==> src/rtl/inst_mem_if.sv <==
// inst_mem_if: fetch and program-load bus of the loadable instruction memory
interface inst_mem_if #(parameter int INST_WIDTH = 10, parameter int ADDR_WIDTH = 16, parameter int DEPTH = 32);
  localparam int CW = $clog2(DEPTH + 1);
  logic                  fetch_req;
  logic [ADDR_WIDTH-1:0] fetch_addr;
  logic [INST_WIDTH-1:0] inst_out;
  logic                  inst_valid;
  logic                  load_start;
  logic                  load_valid;
  logic [INST_WIDTH-1:0] load_data;
  logic                  load_last;
  logic                  load_ready;
  logic                  load_done;
  logic [CW-1:0]         load_count;
  logic                  busy;
  modport master (output fetch_req, fetch_addr, load_start, load_valid, load_data, load_last,
                  input inst_out, inst_valid, load_ready, load_done, load_count, busy);
  modport slave  (input fetch_req, fetch_addr, load_start, load_valid, load_data, load_last,
                  output inst_out, inst_valid, load_ready, load_done, load_count, busy);
endinterface

==> src/rtl/inst_mem_loadable.sv <==
// inst_mem_loadable: run-time loadable instruction memory with registered fetch; unwritten words read HALT
module inst_mem_loadable #(
  parameter int INST_WIDTH = 10,
  parameter int ADDR_WIDTH = 16,
  parameter int DEPTH = 32,
  parameter logic [INST_WIDTH-1:0] HALT_WORD = INST_WIDTH'(10'b1110000000)
) (
  input logic clk,
  input logic rst_n,
  inst_mem_if.slave bus
);
  localparam int PW = $clog2(DEPTH);
  localparam int CW = $clog2(DEPTH + 1);
  localparam logic [ADDR_WIDTH:0] LIMIT = (ADDR_WIDTH+1)'(DEPTH);
  localparam logic [1:0] IDLE = 2'd0, LOAD = 2'd1, DONE = 2'd2;
  logic [1:0]            state_q, state_d;
  logic [PW-1:0]         ptr_q, ptr_d;
  logic [CW-1:0]         cnt_q, cnt_d;
  logic [DEPTH-1:0]      written_q, written_d;
  logic [INST_WIDTH-1:0] inst_q, inst_d;
  logic                  valid_q, valid_d;
  logic [INST_WIDTH-1:0] mem [DEPTH];
  logic                  start, xfer, fetch_ok, hit;
  logic [PW-1:0]         idx;
  assign idx      = bus.fetch_addr[PW-1:0];
  assign start    = state_q == IDLE && bus.load_start;
  assign xfer     = state_q == LOAD && bus.load_valid;
  assign fetch_ok = state_q == IDLE && bus.fetch_req && !bus.load_start;
  // idx is only meaningful once the full-width range check has passed
  assign hit      = ({1'b0, bus.fetch_addr} < LIMIT) && written_q[idx];
  always_comb begin
    state_d   = start ? LOAD
              : xfer && (bus.load_last || ptr_q == PW'(DEPTH - 1)) ? DONE
              : state_q == DONE ? IDLE : state_q;
    ptr_d     = start ? '0 : xfer ? ptr_q + PW'(1) : ptr_q;
    cnt_d     = start ? '0 : xfer ? cnt_q + CW'(1) : cnt_q;
    written_d = start ? '0 : written_q;
    if (xfer) written_d[ptr_q] = 1'b1;
    valid_d   = fetch_ok;
    inst_d    = fetch_ok ? (hit ? mem[idx] : HALT_WORD) : inst_q;
  end
  always_ff @(posedge clk or negedge rst_n) begin
    if (!rst_n) begin
      state_q   <= IDLE;
      ptr_q     <= '0;
      cnt_q     <= '0;
      written_q <= '0;
      inst_q    <= HALT_WORD;
      valid_q   <= 1'b0;
    end else begin
      state_q   <= state_d;
      ptr_q     <= ptr_d;
      cnt_q     <= cnt_d;
      written_q <= written_d;
      inst_q    <= inst_d;
      valid_q   <= valid_d;
    end
  end
  always_ff @(posedge clk) begin
    if (xfer) mem[ptr_q] <= bus.load_data;
  end
  assign bus.inst_out   = inst_q;
  assign bus.inst_valid = valid_q;
  assign bus.load_ready = state_q == LOAD;
  assign bus.load_done  = state_q == DONE;
  assign bus.load_count = cnt_q;
  assign bus.busy       = state_q != IDLE;
endmodule
==> src/flat_wrapper.sv <==
// flat-port wrapper written by rule: the top's interface ports become plain ports
module inst_mem_loadable_flat 
#(
  parameter int INST_WIDTH = 10,
  parameter int ADDR_WIDTH = 16,
  parameter int DEPTH = 32,
  parameter logic [INST_WIDTH-1:0] HALT_WORD = INST_WIDTH'(10'b1110000000)
)
  (clk, rst_n, bus_fetch_req, bus_fetch_addr, bus_load_start, bus_load_valid, bus_load_data, bus_load_last, bus_inst_out, bus_inst_valid, bus_load_ready, bus_load_done, bus_load_count, bus_busy);
  inst_mem_if #(.INST_WIDTH(INST_WIDTH), .ADDR_WIDTH(ADDR_WIDTH), .DEPTH(DEPTH)) bus_i ();
  input logic clk;
  input logic rst_n;
  input wire logic [$bits(bus_i.fetch_req)-1:0] bus_fetch_req;
  input wire logic [$bits(bus_i.fetch_addr)-1:0] bus_fetch_addr;
  input wire logic [$bits(bus_i.load_start)-1:0] bus_load_start;
  input wire logic [$bits(bus_i.load_valid)-1:0] bus_load_valid;
  input wire logic [$bits(bus_i.load_data)-1:0] bus_load_data;
  input wire logic [$bits(bus_i.load_last)-1:0] bus_load_last;
  output wire logic [$bits(bus_i.inst_out)-1:0] bus_inst_out;
  output wire logic [$bits(bus_i.inst_valid)-1:0] bus_inst_valid;
  output wire logic [$bits(bus_i.load_ready)-1:0] bus_load_ready;
  output wire logic [$bits(bus_i.load_done)-1:0] bus_load_done;
  output wire logic [$bits(bus_i.load_count)-1:0] bus_load_count;
  output wire logic [$bits(bus_i.busy)-1:0] bus_busy;
  assign bus_i.fetch_req = bus_fetch_req;
  assign bus_i.fetch_addr = bus_fetch_addr;
  assign bus_i.load_start = bus_load_start;
  assign bus_i.load_valid = bus_load_valid;
  assign bus_i.load_data = bus_load_data;
  assign bus_i.load_last = bus_load_last;
  assign bus_inst_out = bus_i.inst_out;
  assign bus_inst_valid = bus_i.inst_valid;
  assign bus_load_ready = bus_i.load_ready;
  assign bus_load_done = bus_i.load_done;
  assign bus_load_count = bus_i.load_count;
  assign bus_busy = bus_i.busy;
  inst_mem_loadable #(.INST_WIDTH(INST_WIDTH), .ADDR_WIDTH(ADDR_WIDTH), .DEPTH(DEPTH), .HALT_WORD(HALT_WORD)) u_core (.clk(clk), .rst_n(rst_n), .bus(bus_i));
endmodule
==> config.mk <==
export PLATFORM = sky130hd
export DESIGN_NAME = inst_mem_loadable_flat
export DESIGN_NICKNAME = d
export VERILOG_FILES = /design/src/rtl/inst_mem_if.sv /design/src/rtl/inst_mem_loadable.sv /design/src/flat_wrapper.sv
export SDC_FILE = /design/constraint.sdc
export NUM_CORES = 1
export LEC_CHECK = 0
export ABC_AREA = 1
export CAP_MARGIN = 40
export CORE_MARGIN = 2
export CORE_UTILIZATION = 40
export CTS_CLUSTER_SIZE = 12
export DETAILED_ROUTE_END_ITERATION = 16
export PLACE_DENSITY_LB_ADDON = 0.2
export SETUP_SLACK_MARGIN = 0.4
export SLEW_MARGIN = 10
export SYNTH_ARGS = -nofsm -noshare
export SYNTH_HDL_FRONTEND = slang
export SYNTH_SLANG_ARGS = --single-unit
export TNS_END_PERCENT = 10
==> constraint.sdc <==
create_clock -name clk -period 1.88 [get_ports clk]
set_input_delay 0.282 -clock clk [delete_from_list [all_inputs] [get_ports clk]]
set_output_delay 0.282 -clock clk [all_outputs]
set_load 0.05 [all_outputs]
; Word level (Yosys, flattened, before mapping)
; Memories as Yosys holds them, arrays and structs flattened.
; Index checks and enable logic that the tools add are counted.
[totals]
reg_bits = 56
ramBits = 320
in_bits = 32
out_inout_bits = 20
elab_cells = 46
memories = 1
[memory_table]
columns = name, words, word_bits, read_ports, rd_ports_with_merged_regs, wr, line_no
row1 = u_core.mem, 32, 10, 1, 0, 1, inst_mem_loadable.sv:22  ; logic [INST_WIDTH-1:0] mem [DEPTH];
[op_classes]
addsub = 2
order_cmp = 4
eq_ne = 3
n_mux = 16
bitwise = 1
reduce_logical = 13
[ops]
columns = operator, count
row1 = 32-bit 2-to-1 mux, 2
row2 = 32-bit bitwise OR, 1
row3 = "16-bit by 6-bit < comparator with 1-bit output, second input constant", 1
row4 = "5-bit by 6-bit < comparator with 1-bit output, second input constant", 2
row5 = 6-bit 2-to-1 mux, 2
row6 = 10-bit 2-to-1 mux, 1
row7 = 5-bit 2-to-1 mux, 2
row8 = 1-bit logical AND, 7
row9 = "6-bit by 1-bit adder with 6-bit output, second input constant", 1
row10 = 2-bit 2-to-1 mux, 3
row11 = "5-bit by 1-bit adder with 5-bit output, second input constant", 1
row12 = 1-bit binary-select mux with 5-bit select, 1
row13 = 1-bit demux with 5-bit select, 1
row14 = "5-bit equality test, second input constant", 1
row15 = "5-bit by 1-bit >= comparator with 1-bit output, second input constant", 1
row16 = 1-bit 2-to-1 mux, 4
row17 = 2-bit nonzero test, 2
row18 = 3-bit nonzero test, 1
row19 = "2-bit by 1-bit equality test with 1-bit output, second input constant", 1
row20 = "2-bit equality test, second input constant", 1
row21 = 2-bit zero test, 1
row22 = 1-bit zero test, 1
row23 = 1-bit logical OR, 1

; Longest topological paths before layout
; Gate-level depths: netlist (run 1).
[depth]
ltp_word = 6
mapped_depth = 14

; Worst setup path after synthesis (run 1)
; OpenSTA, ideal clock, no wires.
[synth_timing]
kind = register -> register
from = reg u_core.state_q[0]
to = mem u_core.mem[3][0], enable pin
setup_time_ps = 376
t_arrival_ps = 2014
required_time_ps = 1504
setup_slack_ps = -510
path_stages_with_launch = 8
n_path_buf = 1
synth_period_minus_slack_ps = 2390
path_cell_list = dfrtp_1 inv_1 nor2_2 nand2_2 inv_2 nand2_1 buf_2 nor2_1
[synth_between]
elab_chain_len = 4
[synth_lines]
columns = element, line_no
row1 = from (decl), inst_mem_loadable.sv:16  ; logic [1:0] state_q, state_d;
row2 = from (signal assigned), inst_mem_loadable.sv:51  ; state_q <= state_d;
row3 = 2-bit by 1-bit equality test with 1-bit output, -
row4 = via bus_load_ready, flat_wrapper.sv:21  ; output wire logic [$bits(bus_i.load_ready)-1:0] bus_load_ready;
row5 = 1-bit logical AND, inst_mem_loadable.sv:27  ; assign xfer = state_q == LOAD && bus.load_valid;
row6 = 1-bit 2-to-1 mux, inst_mem_loadable.sv:60  ; if (xfer) mem[ptr_q] <= bus.load_data;
row7 = 1-bit 2-to-1 mux (not written as such), inst_mem_loadable.sv:60
row8 = to (decl), inst_mem_loadable.sv:22
; The timed path passes the listed nets, and every way through them passes these cells.

; Worst setup path after layout (run 1)
[layout_timing]
from = reg u_core.state_q[1]
to = out bus_busy
[layout_between]
elab_chain_len = 1
[layout_lines]
columns = element, line_no
row1 = 2-bit nonzero test, inst_mem_loadable.sv:67  ; assign bus.busy = state_q != IDLE;
row2 = to (decl), flat_wrapper.sv:24  ; output wire logic [$bits(bus_i.busy)-1:0] bus_busy;
; No other way between the ends.

==> results.toml, run 1 <==
[grt]
grt_pass1_vias = 10800
antenna_found_initial = 1
overflow = 0
grt_pass1_wl_um = 63700
grt_max_degree = 81
grt_util_all_layers_pct = 20.3

[timing]
hold_viol_final = 0
rsz0062_at_grt = "yes"
tightest_slew_ps = 643
clock_skew_ps = 13.6
max_freq_mhz = 614
setup_viol = 0
slew_headroom_pct = 57.1
period_share_pct = 86.6
slew_violations = 0
tns_ps = 0
layout_min_cycle_time_ps = 1630

[clocking]
cts_sinks = 376
clk_latency_ps = 540
cts_tree = "yes"
path_clk_slew_ps = 60
numCtsBuffers = 41
cts_root_buf = "clkbuf_16"
clockBufferDepth = 3
htree_levels = 2

[power]
power.density_nw_per_um2 = 1050
pwr-share-comb_pct = 14.4
swShare_pct = 25.8
fin_total_pwr_mw = 20.5
seqPwrFrac_pct = 46.7
p_int_mw = 15.2
ir_worst_vdd_mv = 0.832
p_switching_mw = 5.28
clkPwrFrac_pct = 38.9
p_leak_nw = 7.44

[cells_and_area]
final_layout_size_suffix_gt1_share_pct = 14.7
diodes = 0
nets = 1599
syn_to_final_growth_pct = 23.5

[floorplan]
die_area_um2 = 41100
ios = 52
fp-row-count = 72
core_region_area_um2 = 38800
die_y_um = 203
die_x_um = 203
start_util_pct = 40.7

[drt]
drcViolationCount = 0
vias = 10900
routedWlPerCell_um = 19.5
routed_wl_um = 41100
routed_via_density = 5.16
dr.pass1.iters = 5
drtAntennaViolNets = 0
drt_iter0_drc = 967

[worst_setup_path]
arrival_ps = 1350
r2r_cells = 6
r2r-start = "u_core.ptr_q[0]"
worstPathMaxFanout = 3
setup.worst_path.class = "reg -> out"
r2r-end = "u_core.mem[14][2]"
regToRegSetupSlack_ps = 280
cp-endpoint = "bus_busy"
cp-start-kind = "flop"
end_kind = "output pin"
crit_start = "u_core.state_q[1]"
crit_required_ps = 1600

[place]
gp_congestion = 0.797
io_buffers = 51
place_hpwl_um = 24400

[job]
drv_cap = 0

[yosys]
avgSynthCellArea_um2 = 10.9
ys_ff_latch = 376
netlist_area_um2 = 15800
syn_nets = 1482
ys_warn_count = 0
yosysSeqAreaShare_pct = 69.8
syn_inst = 1444
synth.distinct_cells = 26

[hold_path]
hold_class = "in -> async"

[status]
outcome = "finished clean"
[critical path, cell delays in order, from the launching register on]
cell,delay (ps)
dfrtp_1,420
nor2_1,160
inv_1,80
buf_6,150
[per-stage QoR]
| stage | setup slack, ps | cell area [µm²] | util [%] | instances | hold slack, ps |
|---|---|---|---|---|---|
| 3_5_place_dp | -223 | 18000 | 46.3 | 2022 | 334 |
| 2_1_floorplan | 81.1 | 16100 | - | 1444 | -13.6 |
| 6_report | 252 | 19500 | 50.2 | 2112 | 303 |
| 5_1_grt | 190 | 19500 | 50.2 | 2112 | 337 |
| 3_3_place_gp | -231 | 18000 | 46.3 | 2022 | 324 |
| 4_1_cts | 242 | 19400 | 50.0 | 2108 | 300 |
[cell type report]
cell class | count | area, µm²
clock buffer | 60 | 1150
tap | 518 | 648
fill | 3498 | 19300
inverter | 70 | 278
sequential | 376 | 11000
timing repair buffer | 156 | 1920
multi-input combinational | 916 | 4320
clock inverter | 16 | 175
[synthesized netlist by cell type (all sizes together)]
library cell	instances	share of area [%]
nor2	57	1.4
dfrtp	53	8.4
or2	1	0.040
clkbuf	16	0.38
ha	6	0.48
nand3	316	10
nand2	472	11
edfxtp	320	61
dfstp	3	0.50
o21ai	44	1.4
buf	67	3.0
o31ai	1	0.048
o21a	1	0.048
inv	69	1.7
nor4	3	0.12
nor3	3	0.095
clkinv	1	0.024
a21oi	11	0.35
[how the worst min path moves through the flow]
stage | start | to | slack [ps]
final | rst_n | u_core.written_q[2] | 300
after global routing | rst_n | u_core.written_q[2] | 340
after CTS | rst_n | u_core.written_q[2] | 300
after detailed placement | rst_n | u_core.written_q[2] | 330
after global placement | rst_n | u_core.written_q[2] | 320
after floorplan | rst_n | u_core.bus.inst_out[0] | -10
[logic make-up after synthesis]
logic type               Yosys count  synth area share (%)
AO/OA/AOI/OAI                     57                  1.84
adder cells (fa/ha/maj)            6                 0.476
buffers and inverters            153                  5.03
flip-flops                       376                  69.8
AND/OR/NAND/NOR                  852                  22.9
[timing repair]
item,4_1_cts,5_1_grt
gates cloned,2,1
pin swaps,4,1
resized for setup,63,7
buffers inserted,7,3
endpoints found under the hold margin,17,0
hold buffers,1,0
endpoints found under the setup margin,358,383
[layout by cell type, fill, tap and decap left out, types with 8 or more instances in the layout]
| master | netlist | routed |
|---|---|---|
| a21oi_1 | 11 | 11 |
| buf_12 | 0 | 51 |
| buf_4 | 12 | 66 |
| clkbuf_1 | 16 | 16 |
| clkbuf_16 | 0 | 44 |
| clkdlybuf4s50_1 | 0 | 27 |
| clkinv_1 | 1 | 8 |
| dfrtp_1 | 53 | 53 |
| edfxtp_1 | 320 | 320 |
| inv_1 | 66 | 62 |
| nand2_1 | 471 | 467 |
| nand3_1 | 316 | 316 |
| nor2_1 | 56 | 23 |
| nor2_4 | 0 | 33 |
| o21ai_0 | 41 | 41 |
[state kept, by name, indices dropped and copies added, names as in the netlist]
register / cells
u_core.mem: 320
u_core.written_q: 32
u_core.bus.inst_out: 10
u_core.bus.load_count: 6
u_core.ptr_q: 5
u_core.state_q: 2
u_core.bus.inst_valid: 1
[metal layers]
metal  wire [µm]  vias to the layer above  GRT usage, %
li1            -                     5189             -
met1       18200                     5357          28.6
met2       20000                      293          33.7
met3        2200                       59          2.84
met4         751                        0          4.41
met5           0                        -             0
[power groups by stage]
stage,combinational [mW],sequential (mW),clock (mW)
5_1_grt,3.20,9.58,8.46
3_5_place_dp,2.70,9.71,0
6_report,2.95,9.55,7.97
4_1_cts,2.91,9.54,8.12
2_1_floorplan,1.50,9.82,0
3_3_place_gp,2.67,9.70,0
No activity file was read; power rests on OpenSTA's default activity.
==> run 2: changes to the inputs <==
- CAP_MARGIN: 40 -> 0
- CORE_MARGIN: 2 -> default
- SETUP_SLACK_MARGIN: 0.4 -> 0.3
==> results.toml, run 2 (synthesis results as in run 1) <==
[worst_setup_path]
crit_buf_inv = 1
worstPathMaxFanout = 1
cpLargestDelayFamily = "buffers and inverters"
cp-start-kind = "flop"
r2r_cells = 8
slowest_delay_ps = 520
arrival_ps = 1370
crit_chain = "dlygate4sd2_1"
regToRegSetupSlack_ps = 250
r2r-start = "u_core.state_q[0]"
cp_slowest_cell = "dlygate4sd2_1"
cp-endpoint = "bus_inst_valid"
crit_required_ps = 1600
r2r-end = "u_core.mem[0][1]"
setup.worst_path.class = "reg -> out"
end_kind = "output pin"
crit_start = "u_core.bus.inst_valid"
crit_cells = 1

[drt]
vias = 10900
drtAntennaViolNets = 0
dr.pass1.iters = 5
routed_via_density = 5.17
drt_iter0_drc = 976
drcViolationCount = 0
routed_wl_um = 41100
routedWlPerCell_um = 19.5

[timing]
setup_viol = 0
period_share_pct = 87.7
clock_skew_ps = 15.1
tns_ps = 0
layout_min_cycle_time_ps = 1650
slew_violations = 0
hold_viol_final = 0
worst_slack_ps = 232
slew_headroom_pct = 58.5
max_freq_mhz = 607
tightest_slew_ps = 622
rsz0062_at_grt = "yes"
fin_hold_ws_ps = 306

[floorplan]
die_area_um2 = 40300
fp-row-count = 72
start_util_pct = 40.7
die_x_um = 201
die_y_um = 201
ios = 52
core_region_area_um2 = 38800

[place]
placement.setup.worst_slack_ps = -155
io_buffers = 51
place_area_um2 = 18100
placed_cells = 2036
gp_congestion = 0.785
place_hpwl_um = 25600

[cells_and_area]
nets = 1602
layout.cells.non_filler = 2112
regMostFlops = "u_core.mem"
final_layout_size_suffix_gt1_share_pct = 14.8
largest_reg_flops = 320
fillers = 3419
syn_to_final_growth_pct = 22.6
final_common_cell = "nand2_1"
fin_area_um2 = 19400
layout_common_cells = "466 x nand2_1, 320 x edfxtp_1, 316 x nand3_1"
diodes = 0
fin_util_pct = 49.9

[grt]
overflow = 0
grt_util_all_layers_pct = 20.8
grt_max_degree = 63
antenna_found_initial = 0
grt_pass1_vias = 10600
grt_pass1_wl_um = 63900

[clocking]
cts_root_buf = "clkbuf_16"
numCtsBuffers = 41
path_clk_slew_ps = 60
htree_levels = 2
cts_tree = "yes"
cts_sinks = 376
clk_latency_ps = 540
clockBufferDepth = 3

[power]
p_leak_nw = 7.41
ir_worst_vdd_mv = 0.875
fin_total_pwr_mw = 19.7
power.density_nw_per_um2 = 1020

[job]
drv_cap = 0

[status]
outcome = "finished clean"

[hold_path]
hold_class = "in -> async"
run 2: per-layer routing:
layer | wire, µm | vias to the layer above | track usage [%] | part of all wire, %
li1 | - | 5187 | - | -
met5 | 0 | - | 0 | 0
met3 | 2580 | 74 | 3.43 | 6.3
met1 | 18000 | 5313 | 28.9 | 44
met2 | 19400 | 353 | 33.4 | 47
met4 | 1170 | 0 | 6.71 | 2.8
run 2: timing repair:
| item | 4_1_cts | 5_1_grt |
|---|---|---|
| hold buffers | 1 | 0 |
| resized for setup | 48 | 7 |
| endpoints found under the hold margin | 19 | 0 |
| endpoints found under the setup margin | 96 | 337 |
| cloned | 0 | 1 |
| buffers inserted | 0 | 1 |
| pin swaps | 0 | 4 |
run 2: power by group:
| part | total (mW) | switching (mW) | internal, mW | leakage (nW) |
|---|---|---|---|---|
| logic | 2.80 | 1.85 | 0.947 | 3.18 |
| registers | 9.55 | 0.177 | 9.38 | 3.63 |
| clock network | 7.37 | 3.15 | 4.21 | 0.598 |
run 2: area by class of cell:
cell class                 instances  area (µm²)  area share [%]
clock inverter                    18        85.1           0.440
tap                              518         648            3.35
multi-input combinational        915        4280            22.1
inverter                          70         273            1.41
clock buffer                      55        1130            5.84
sequential                       376       11000            56.9
timing repair buffer             160        1930            9.97
run 2: worst min path at each step:
stage	start	to	slack (ps)	cells past startpoint
4_1_cts	rst_n	u_core.bus.inst_out[1]	300	2
3_5_place_dp	rst_n	u_core.bus.load_count[3]	330	1
3_3_place_gp	rst_n	u_core.bus.load_count[2]	320	1
5_1_grt	rst_n	u_core.written_q[6]	330	2
2_1_floorplan	rst_n	u_core.bus.inst_out[0]	-10	0
6_report	rst_n	u_core.bus.inst_out[1]	310	2
==> RTL change (settings of run 2) <==
`ADDR_WIDTH` is set to 16 in 3 places; all go to 17.
--- a/src/rtl/inst_mem_if.sv
+++ b/src/rtl/inst_mem_if.sv
@@ -1,5 +1,5 @@
 // inst_mem_if: fetch and program-load bus of the loadable instruction memory
-interface inst_mem_if #(parameter int INST_WIDTH = 10, parameter int ADDR_WIDTH = 16, parameter int DEPTH = 32);
+interface inst_mem_if #(parameter int INST_WIDTH = 10, parameter int ADDR_WIDTH = 17, parameter int DEPTH = 32);
   localparam int CW = $clog2(DEPTH + 1);
   logic                  fetch_req;
   logic [ADDR_WIDTH-1:0] fetch_addr;
--- a/src/rtl/inst_mem_loadable.sv
+++ b/src/rtl/inst_mem_loadable.sv
@@ -1,7 +1,7 @@
 // inst_mem_loadable: run-time loadable instruction memory with registered fetch; unwritten words read HALT
 module inst_mem_loadable #(
   parameter int INST_WIDTH = 10,
-  parameter int ADDR_WIDTH = 16,
+  parameter int ADDR_WIDTH = 17,
   parameter int DEPTH = 32,
   parameter logic [INST_WIDTH-1:0] HALT_WORD = INST_WIDTH'(10'b1110000000)
 ) (
--- a/src/flat_wrapper.sv
+++ b/src/flat_wrapper.sv
@@ -2,7 +2,7 @@
 module inst_mem_loadable_flat 
 #(
   parameter int INST_WIDTH = 10,
-  parameter int ADDR_WIDTH = 16,
+  parameter int ADDR_WIDTH = 17,
   parameter int DEPTH = 32,
   parameter logic [INST_WIDTH-1:0] HALT_WORD = INST_WIDTH'(10'b1110000000)
 )
Interface: changed (resized bus_fetch_addr); port bits go from 52 to 53. No check against the original RTL was run, so the function may have changed too.
==> RTL change against run 2 <==
Design area up 1.2%; die area up 0.28%; power up 5.3%; first-iteration DRC count down 8.7%; sequential cell count unchanged; synthesized area up 0.29%; wire length up 1.5%; clock power up 8.1%; worst setup slack better by 0.0053 ns; non-clock buffer count down 3; largest power group unchanged.
==> RTL change: results <==
{
  "cp-start-kind": "flop",
  "clk_path_buf_depth": 3,
  "arrival_ns": 1.36,
  "path_max_fanout": 4,
  "synthFlopType": "edfxtp_1",
  "syn-num-nets": 1485,
  "rr_worst_depth": 8,
  "worst_slew_pin_slew_ns": 0.504,
  "postCtsResizedCells": 38,
  "top_register": "u_core.mem",
  "gp_congestion": 0.832,
  "postRouteAntennaNets": 0,
  "finalHoldViolCount": 0,
  "synthTopCellsByCount": "nand2_1, edfxtp_1, nand3_1",
  "p_leak_nw": 7.44,
  "grt_max_degree": 60,
  "grt_pass1_vias": 10700,
  "diodes": 0,
  "synth-async-reset-ratio_pct": 14.9,
  "clock_latency_ns": 0.55,
  "cts.clk_slew.worst_paths_ns": 0.05,
  "drt-initial-drc-count": 891,
  "ir_worst_vdd_v": 0.000867,
  "drt-total-wl_um": 41800,
  "worst_clock_skew_ns": 0.0183,
  "netlist.area_leader.share_pct": 60.7,
  "worstHoldPathType": "in2async",
  "yosysSeqAreaShare_pct": 69.6,
  "cts_setup_buffers": 0,
  "synth_cells": 1446,
  "largest_register_ff_count": 320,
  "grt_pass1_wl_um": 63100,
  "placed_cells": 2030,
  "vias_per_cell": 5.18,
  "wire_per_inst_um": 19.7,
  "place_hpwl_um": 24700,
  "status": "finished clean",
  "grt_antenna_before_repair": 1,
  "synth_warnings": 0,
  "hold_buffers": 1,
  "gr-usage-all-layers_pct": 20.5,
  "r2r-start": "u_core.state_q[0]$_DFFE_PN0P_",
  "cts-buffers-inserted": 42,
  "synth_edf_count": 320,
  "synthTopCellsByArea": "edfxtp_1, nand2_1, nand3_1",
  "synth_cell_types": 26,
  "fin_nets": 1607,
  "io_buffer_count": 52,
  "clock-root-buffer": "clkbuf_16",
  "drt_pass1_iterations": 5,
  "drive_gt1_share_pct": 15.6,
  "cts_max_level": 2
}
RTL change: cell type report:
cell class	instances	area [um2]
flip-flops and latches	376	11000
fillers	3427	19200
well taps	518	648
clock buffers	56	1160
repair buffers	157	1910
inverters	70	278
multi-input cells	921	4410
clock inverters	19	170
RTL change: routing by layer:
layer	part of all wire, %	global-route usage [%]	up-vias
met3	5.9	3.10	72
met5	0	0	-
met2	48	34.2	331
li1	-	-	5213
met1	43	27.6	5340
met4	2.7	6.32	0
RTL change: cells by family after synthesis:
logic type               share of synthesized area, %
AND/OR/NAND/NOR                                  22.9
flip-flops                                       69.6
buffers and inverters                            5.24
AO/OA/AOI/OAI                                    1.82
adder cells (fa/ha/maj)                         0.474
RTL change: worst max-delay path, stage by stage, from the launching register on:
cell and delay (ns):
dfrtp_1 0.41, nor2_1 0.16, inv_1 0.07, buf_4 0.19
RTL change: stage by stage:
step	instance area (um2)	setup WS (ns)	total power [W]
after floorplan	16200	0.0673	0.0114
after global placement	18000	0.0111	0.0125
after detailed placement	18000	-0.0150	0.0125
after CTS	19400	0.188	0.0205
after global routing	19600	0.190	0.0215
final	19600	0.237	0.0208
RTL change: power by group:
| group | switching [W] | total [W] | internal (W) |
|---|---|---|---|
| combinational | 0.00211 | 0.00320 | 0.00110 |
| clock | 0.00322 | 0.00797 | 0.00475 |
| sequential | 0.000192 | 0.00958 | 0.00939 |
RTL change: worst paths after layout:
kind	to	slack, ns
max in group asynchronous	u_core.bus.inst_out[7]$_DFFE_PN1P_	1.29
worst min register to register	u_core.written_q[7]$_DFF_PN0_	0.48
worst max-delay path	bus_busy	0.24
worst max register to register	u_core.mem[3][0]$_DFFE_PP_	0.24
min in group clk	u_core.state_q[1]$_DFFE_PN0P_	0.42
worst min-delay path	u_core.ptr_q[4]$_DFFE_PN0P_	0.28
